<file path="src/rtl/verinject_injection_sequencer.sv">
// Drives the shared injector state word. A job arrives over valid/ready,
// waits a programmed delay, then holds a selected global bit index on the
// output for a programmed number of cycles before returning to the idle code.
// Optional macro VERINJECT_SEQ_REPEAT_EN: repeat the injection cfg_count
// times, cfg_period idle-delay apart, stepping the bit index each time.
module verinject_injection_sequencer #(
  parameter logic [31:0] IDLE_STATE = 32'hFFFF_FFFF,
  parameter int          CYCLE_W    = 32
) (
  input  logic               clock,
  input  logic               reset_n,
  input  logic               cfg_valid,
  output logic               cfg_ready,
  input  logic [CYCLE_W-1:0] cfg_delay,
  input  logic [31:0]        cfg_bit,
  input  logic [7:0]         cfg_len,
  input  logic [CYCLE_W-1:0] cfg_period,
  input  logic [7:0]         cfg_count,
  input  logic               abort,
  output logic [31:0]        verinject__injector_state,
  output logic               busy,
  output logic               done,
  output logic [7:0]         inject_count
);

  typedef enum logic [1:0] {S_IDLE, S_ARMED, S_INJECT} state_e;

  state_e             state_q, state_d;
  logic [CYCLE_W-1:0] delay_q, delay_d;
  logic [7:0]         len_q,   len_d;    // remaining cycles in current window
  logic [7:0]         lcfg_q,  lcfg_d;   // latched window length
  logic [31:0]        bit_q,   bit_d;
  logic [31:0]        out_q,   out_d;
  logic [7:0]         cnt_q,   cnt_d;
  logic               done_q,  done_d;
`ifdef VERINJECT_SEQ_REPEAT_EN
  logic [CYCLE_W-1:0] per_q,   per_d;
  logic [7:0]         tot_q,   tot_d;
  logic [7:0]         tot_eff;
  logic [31:0]        bit_inc;
  assign tot_eff = (tot_q == 8'd0) ? 8'd1 : tot_q;
  assign bit_inc = bit_q + 32'd1;
`else
  logic unused_cfg;
  assign unused_cfg = ^{cfg_period, cfg_count};
`endif

  assign cfg_ready                 = (state_q == S_IDLE) && !abort;
  assign busy                      = (state_q != S_IDLE);
  assign done                      = done_q;
  assign inject_count              = cnt_q;
  assign verinject__injector_state = out_q;

  // Next-state and datapath: abort overrides everything, then per-state work
  always_comb begin
    state_d = state_q;
    delay_d = delay_q;
    len_d   = len_q;
    lcfg_d  = lcfg_q;
    bit_d   = bit_q;
    out_d   = out_q;
    cnt_d   = cnt_q;
    done_d  = 1'b0;
`ifdef VERINJECT_SEQ_REPEAT_EN
    per_d   = per_q;
    tot_d   = tot_q;
`endif
    if (abort) begin
      state_d = S_IDLE;
      out_d   = IDLE_STATE;
    end else begin
      case (state_q)
        S_IDLE: begin
          if (cfg_valid) begin
            state_d = S_ARMED;
            delay_d = cfg_delay;
            bit_d   = cfg_bit;
            lcfg_d  = cfg_len;
            cnt_d   = 8'd0;
`ifdef VERINJECT_SEQ_REPEAT_EN
            per_d   = cfg_period;
            tot_d   = cfg_count;
`endif
          end
        end
        S_ARMED: begin
          if (delay_q == '0) begin
            state_d = S_INJECT;
            out_d   = bit_q;
            len_d   = (lcfg_q == 8'd0) ? 8'd0 : lcfg_q - 8'd1;
            cnt_d   = (cnt_q == 8'hFF) ? cnt_q : cnt_q + 8'd1;
          end else begin
            delay_d = delay_q - CYCLE_W'(1);
          end
        end
        S_INJECT: begin
          if (len_q == 8'd0) begin
            out_d = IDLE_STATE;
`ifdef VERINJECT_SEQ_REPEAT_EN
            if (cnt_q < tot_eff) begin
              // Another window: re-arm with the period, step the bit,
              // skipping the idle code so the injection stays visible.
              state_d = S_ARMED;
              delay_d = per_q;
              bit_d   = (bit_inc == IDLE_STATE) ? 32'd0 : bit_inc;
            end else begin
              state_d = S_IDLE;
              done_d  = 1'b1;
            end
`else
            state_d = S_IDLE;
            done_d  = 1'b1;
`endif
          end else begin
            len_d = len_q - 8'd1;
          end
        end
        default: state_d = S_IDLE;
      endcase
    end
  end

  // State register; reset drops everything back to idle immediately
  always_ff @(posedge clock or negedge reset_n) begin
    if (!reset_n) begin
      state_q <= S_IDLE;
      delay_q <= '0;
      len_q   <= 8'd0;
      lcfg_q  <= 8'd0;
      bit_q   <= 32'd0;
      out_q   <= IDLE_STATE;
      cnt_q   <= 8'd0;
      done_q  <= 1'b0;
`ifdef VERINJECT_SEQ_REPEAT_EN
      per_q   <= '0;
      tot_q   <= 8'd0;
`endif
    end else begin
      state_q <= state_d;
      delay_q <= delay_d;
      len_q   <= len_d;
      lcfg_q  <= lcfg_d;
      bit_q   <= bit_d;
      out_q   <= out_d;
      cnt_q   <= cnt_d;
      done_q  <= done_d;
`ifdef VERINJECT_SEQ_REPEAT_EN
      per_q   <= per_d;
      tot_q   <= tot_d;
`endif
    end
  end

endmodule

</file>
<file path="config.mk">
export PLATFORM = sky130hd
export DESIGN_NAME = verinject_injection_sequencer
export DESIGN_NICKNAME = d
export VERILOG_FILES = /design/src/rtl/verinject_injection_sequencer.sv
export SDC_FILE = /design/constraint.sdc
export NUM_CORES = 1
export LEC_CHECK = 0
export CORE_UTILIZATION = 38
export CTS_CLUSTER_SIZE = 25
export DETAILED_ROUTE_END_ITERATION = 16
export PLACE_DENSITY = 0.69
export SLEW_MARGIN = 5
export SYNTH_ARGS = -nofsm -noshare
export SYNTH_HDL_FRONTEND = slang
export SYNTH_SLANG_ARGS = --single-unit
export TNS_END_PERCENT = 1
</file>
<file path="constraint.sdc">
create_clock -name clock -period 2.9 [get_ports clock]
set_clock_uncertainty 0.05 [all_clocks]
set_input_delay 0.435 -clock clock [delete_from_list [all_inputs] [get_ports clock]]
set_output_delay 0.435 -clock clock [all_outputs]
set_load 0.1 [all_outputs]
</file>
**Yosys cells after proc, flatten, opt, wreduce, memory -nomap -nowiden**

Cells that the tools add are included.

- Flip-flop bits (word level): 123
- Input bits: 116
- Output and inout bits: 43
- Word-level logic and storage cells: 63

- Add/subtract/negate cells: 4
- Equality and inequality tests: 11
- Mux-type cells: 23
- Bitwise logic cells: 1
- Reduce and logical (&&, ||, !) cells: 16

Operators by type and width:

| kind | number |
|---|---|
| two-way mux 32 bit | 5 |
| one-hot mux 32 bit (2 select lines) | 2 |
| two-way mux 8 bit | 6 |
| logical NOT 32 bit | 1 |
| one-hot mux 8 bit (2 select lines) | 2 |
| subtractor 32 x 1 -> 32 bit, second input constant | 1 |
| logical NOT 8 bit | 2 |
| subtractor 8 x 1 -> 8 bit, second input constant | 2 |
| != test 2 bit, second input constant | 5 |
| != test 3 bit, second input constant | 3 |
| AND reduction 3 bit | 3 |
| adder 8 x 1 -> 8 bit, second input constant | 1 |
| == test 8 bit, second input constant | 1 |
| two-way mux 2 bit | 4 |
| AND reduction 4 bit | 2 |
| one-hot mux 2 bit (3 select lines) | 1 |
| nonzero test 2 bit | 3 |
| AND reduction 5 bit | 1 |
| two-way mux 1 bit | 3 |
| nonzero test 3 bit | 1 |
| == test 2 x 1 -> 1 bit, second input constant | 1 |
| == test 2 bit, second input constant | 1 |
| logical NOT 2 bit | 1 |
| logical AND 1 bit | 1 |
| other kinds (2) | 2 |

**Longest topological paths before layout**

- Depth after elaboration: 4
- Gate-level depth with buffers: 9
- Mapped depth without buffers: 8

**Worst setup path before layout**

OpenSTA, ideal clock, no wires.

- Path kind: input to output
- From: input port abort
- To: output port cfg_ready
- Data arrival time: 2.669 ns
- Data required time: 2.415 ns
- Slack: -0.254 ns
- Cell stages on the path: 2
- Buffers on the path: 1
- Cell sequence: clkbuf_1 -> nor3_1

- Cells in the longest elaborated chain, start to end: 2

Ends and longest elaborated chain:

| item | RTL line | RTL |
|---|---|---|
| start: declaration | 19 | `input logic abort,` |
| logical NOT 1 bit | 48 | `assign cfg_ready = (state_q == S_IDLE) && !abort;` |
| logical AND 1 bit | 48 |  |
| end: declaration | 13 | `output logic cfg_ready,` |

Every way passes these cells.

**Final worst setup path**

- From: register delay_q[0]
- To: register delay_q[22]

- Cells in the longest elaborated chain, start to end: 3
- Elaborated cells between the ends (all ways): 6
- Those cells by class: add/sub: 1; eq/ne: 1; mux: 2; reduce/logical: 2

Ends and longest elaborated chain:

| item | RTL line | RTL |
|---|---|---|
| start: declaration | 29 | `logic [CYCLE_W-1:0] delay_q, delay_d;` |
| start signal: assignment | 140 | `delay_q <= delay_d;` |
| subtractor 32 x 1 -> 32 bit / logical NOT 32 bit (equally long branches) | 93, 87 |  |
| two-way mux 32 bit / != test 2 bit (equally long branches) | n/a |  |
| one-hot mux 32 bit (2 select lines) / AND reduction 4 bit (equally long branches) | n/a |  |

Parallel ways exist; a longest one is shown, timed or not. The select of a mux whose other input is x is not followed.
A chain may end at the register's enable or synchronous reset.

==> summary.md <==
| Metric | Value |
|---|---|
| Die span in x | 130.3 um |
| Synthesized area | 6257 sq um |
| Main synth FF type | dfrtp_1 |
| Initial antenna violation count | 0 |
| First-pass GRT wire length | 25470 um |
| Core area | 16000 sq um |
| Clk slew on worst S/H paths | 0.06 ns |
| Post-synthesis xor/xnor area fraction | 0.008398 |
| Vias per inst | 5.155 |
| Routed length per placed instance | 14.98 um |
| Post-Layout Cell Count | 1042 |
| Die ar. | 16980 sq um |
| Worst slew pin tran | 0.7497 ns |
| Synth Area in Compound Gates | 0.1564 |
| Fin crit share | 0.9391 |
| Post-Synth Simple-Gate Area | 0.2066 |
| Sequential cell area fraction in the yosys report | 0.4983 |
| Num CTS Buffers | 17 |
| CP Launch Type | register |
| Share of layout cells above drive strength 1 | 0.1864 |
| Final setup violating endpoints | 0 |
| RSZ-0062 raised after global routing | no |
| Hold slack | 0.01928 ns |
| DRC violations left | 0 |
| Synth Register Bits | 123 |
| Status | complete, no violations |
| Hpwl dp | 10600 um |
| Site Rows | 46 |
| I/O Buffers | 118 |
| Number of I/O pins | 159 |
| Worst skew pair latency | 0.42 ns |
| Drt initial violations | 325 |
| Hold Vio Cnt, Final | 0 |
| Routed WL | 15610 um |
| Initial Utilization | 0.3911 |
| Die height | 130.3 um |
| Yosys Warn Count | 0 |
| Tmin final | 2.723 ns |
| CTS tree | built |
| Mapped Avg Cell Area | 9.016 sq um |
| Peak VDD IR | 0.4660 mV |
| HP Class | in2async |
| Max clock buf depth | 2 |
| Post-CTS setup buffer count | 0 |
| Critical path data required time | 3.15 ns |
| Yosys cell types | 63 |
| EDFF count, synth | 0 |
| Final Max Slew Viols | 0 |
| Layout fillers | 1511 |
| FMAX | 367.2 MHz |
| Worst reg2reg setup slack | 0.18 ns |
| Nets | 935 |
| Mapped Cells | 694 |
| CP arrival | 2.97 ns |
| 1st-pass router iterations | 4 |
| Number of global-route vias before repair | 5026 |
| Post-synthesis adder-cell area fraction | 0.01200 |
| Area grow syn2layout | 32.09% |
| Most frequent cell after synthesis | nand2_1 |
| Maximum number of pins on one net before global-route repair | 55 |
| Worst-path maximum fanout | 6 |
| Async S/R FF share, synth | 1.000 |
| Placed insts | 1010 |
| Antenna viol nets, final | 0 |
| Max transition margin | 0.4949 |
| Via count | 5371 |
| Largest area contributor in the netlist | dfrtp_1 |
| Max cap viols | 0 |
| PwrDens | 697.9 nW/um^2 |
| Synth area leaders | dfrtp_1, dfstp_2, nand2_1 |
| Setup TNS | 0 ns |
| Grt total ovfl | 0 |
| CP endpoint kind | register |
| WS Path Type | reg2reg |
| Number of inserted diodes | 0 |
| CTS Sinks | 123 |
| Post-synth top cells | nand2_1, dfrtp_1, nor2_1 |
| Leakage power | 3.743 nW |
| Yosys top cell area share | 0.3639 |
| Largest family of logic cells by synthesized area | simple AND/OR/NAND/NOR gates |
| GPL Wtd Cong | 0.8198 |
| Net Count, Synth | 816 |
| Htree depth | 4 |
| Gr usage total | 0.1951 |
| CTS root buffer | clkbuf_16 |
| Mux contribution to synthesized area | 0.06539 |
power by group:
part / switching [mW] / internal, mW
Sequential: 0.204 / 2.04
Combinational: 1.03 / 0.482
Clock: 0.810 / 1.21
placed cells by master, fill, tap and decap left out, types with 4 or more instances in the layout:
master | Yosys | final
mux2i_1 | 33 | 33
o22ai_1 | 7 | 7
o22a_1 | 7 | 7
nand2_1 | 123 | 123
nand4_1 | 6 | 6
or3_1 | 8 | 8
dfstp_2 | 32 | 32
mux2_2 | 7 | 7
nand3_1 | 6 | 6
o21ai_0 | 51 | 51
o32ai_1 | 4 | 4
xnor2_1 | 5 | 5
nor3_1 | 21 | 20
clkinvlp_4 | 0 | 4
clkbuf_16 | 0 | 17
a21oi_1 | 30 | 30
a22o_1 | 4 | 4
inv_1 | 41 | 41
ha_1 | 6 | 6
nor2_1 | 71 | 70
buf_12 | 0 | 6
dfrtp_1 | 91 | 91
or4_1 | 10 | 10
buf_4 | 2 | 62
clkdlybuf4s50_1 | 0 | 74
or2_2 | 5 | 5
and3_1 | 5 | 5
a31oi_1 | 8 | 8
a22oi_1 | 5 | 5
metrics by stage:
stage / setup slack [ns] / util / area [sq um] / total power, mW
2_1_floorplan: 0.2726 / - / 6262 / 3.339
3_3_place_gp: 0.2401 / 0.4812 / 7699 / 3.754
3_5_place_dp: 0.1784 / 0.4812 / 7699 / 3.778
4_1_cts: 0.1606 / 0.5162 / 8259 / 5.818
5_1_grt: 0.03133 / 0.5166 / 8265 / 6.055
6_report: 0.1765 / 0.5166 / 8265 / 5.769
cell type report:
type	instances	area, sq um	share of cell area
inverter	42	157.7	0.01907
clock buffer	20	446.7	0.05404
timing repair buffer	142	1326	0.1605
tap	216	270.3	0.03270
sequential	123	3118	0.3772
clock inverter	12	113.9	0.01378
multi-input combinational	487	2833	0.3427
worst paths after layout:
check / startpoint / to / depth (start not counted)
setup / recovery: delay_q[0] / delay_q[22] / 7
hold / removal: reset_n / done / 1
setup reg to reg: delay_q[0] / delay_q[22] / 7
hold reg to reg: verinject__injector_state[29] / verinject__injector_state[29] / 2
max in group asynchronous: reset_n / verinject__injector_state[2] / 2
min in group clock: verinject__injector_state[29] / verinject__injector_state[29] / 2
kinds of logic (layout without fill, tap and decap cells):
kind of cell,count (synthesis),count (layout)
xor+xnor,6,6
buf+inv,84,216
simple gates,282,282
mux,40,40
flops,123,123
fa+ha+maj,6,6
compound gates,153,153
what timing repair did:
item	4_1_cts	5_1_grt
resized for setup	0	1
hold buffers	0	0
setup endpoints to repair	0	22
hold endpoints to repair	0	0
critical path: stages, from the launching register on:
cell and delay, ns:
dfrtp_1 0.40, inv_1 0.10, ha_1 0.21, or3b_1 0.48, or3_1 0.40, or3_4 0.42, o311a_1 0.30, a221o_1 0.25
state kept, by name, indices dropped and copies added (netlist names):
name and count:
state_q 2, len_q 8, done 1, lcfg_q 8, inject_count 8, delay_q 32
bit_q 32, verinject__injector_state 32
routing by layer:
| layer | wire length, um | global-route usage | up-vias |
|---|---|---|---|
| li1 | - | - | 2661 |
| met1 | 7437 | 0.2657 | 2560 |
| met2 | 7221 | 0.2966 | 137 |
| met3 | 801 | 0.05453 | 13 |
| met4 | 145 | 0.06840 | 0 |
| met5 | 0 | 0 | - |
(Power assumes the default switching activity.)
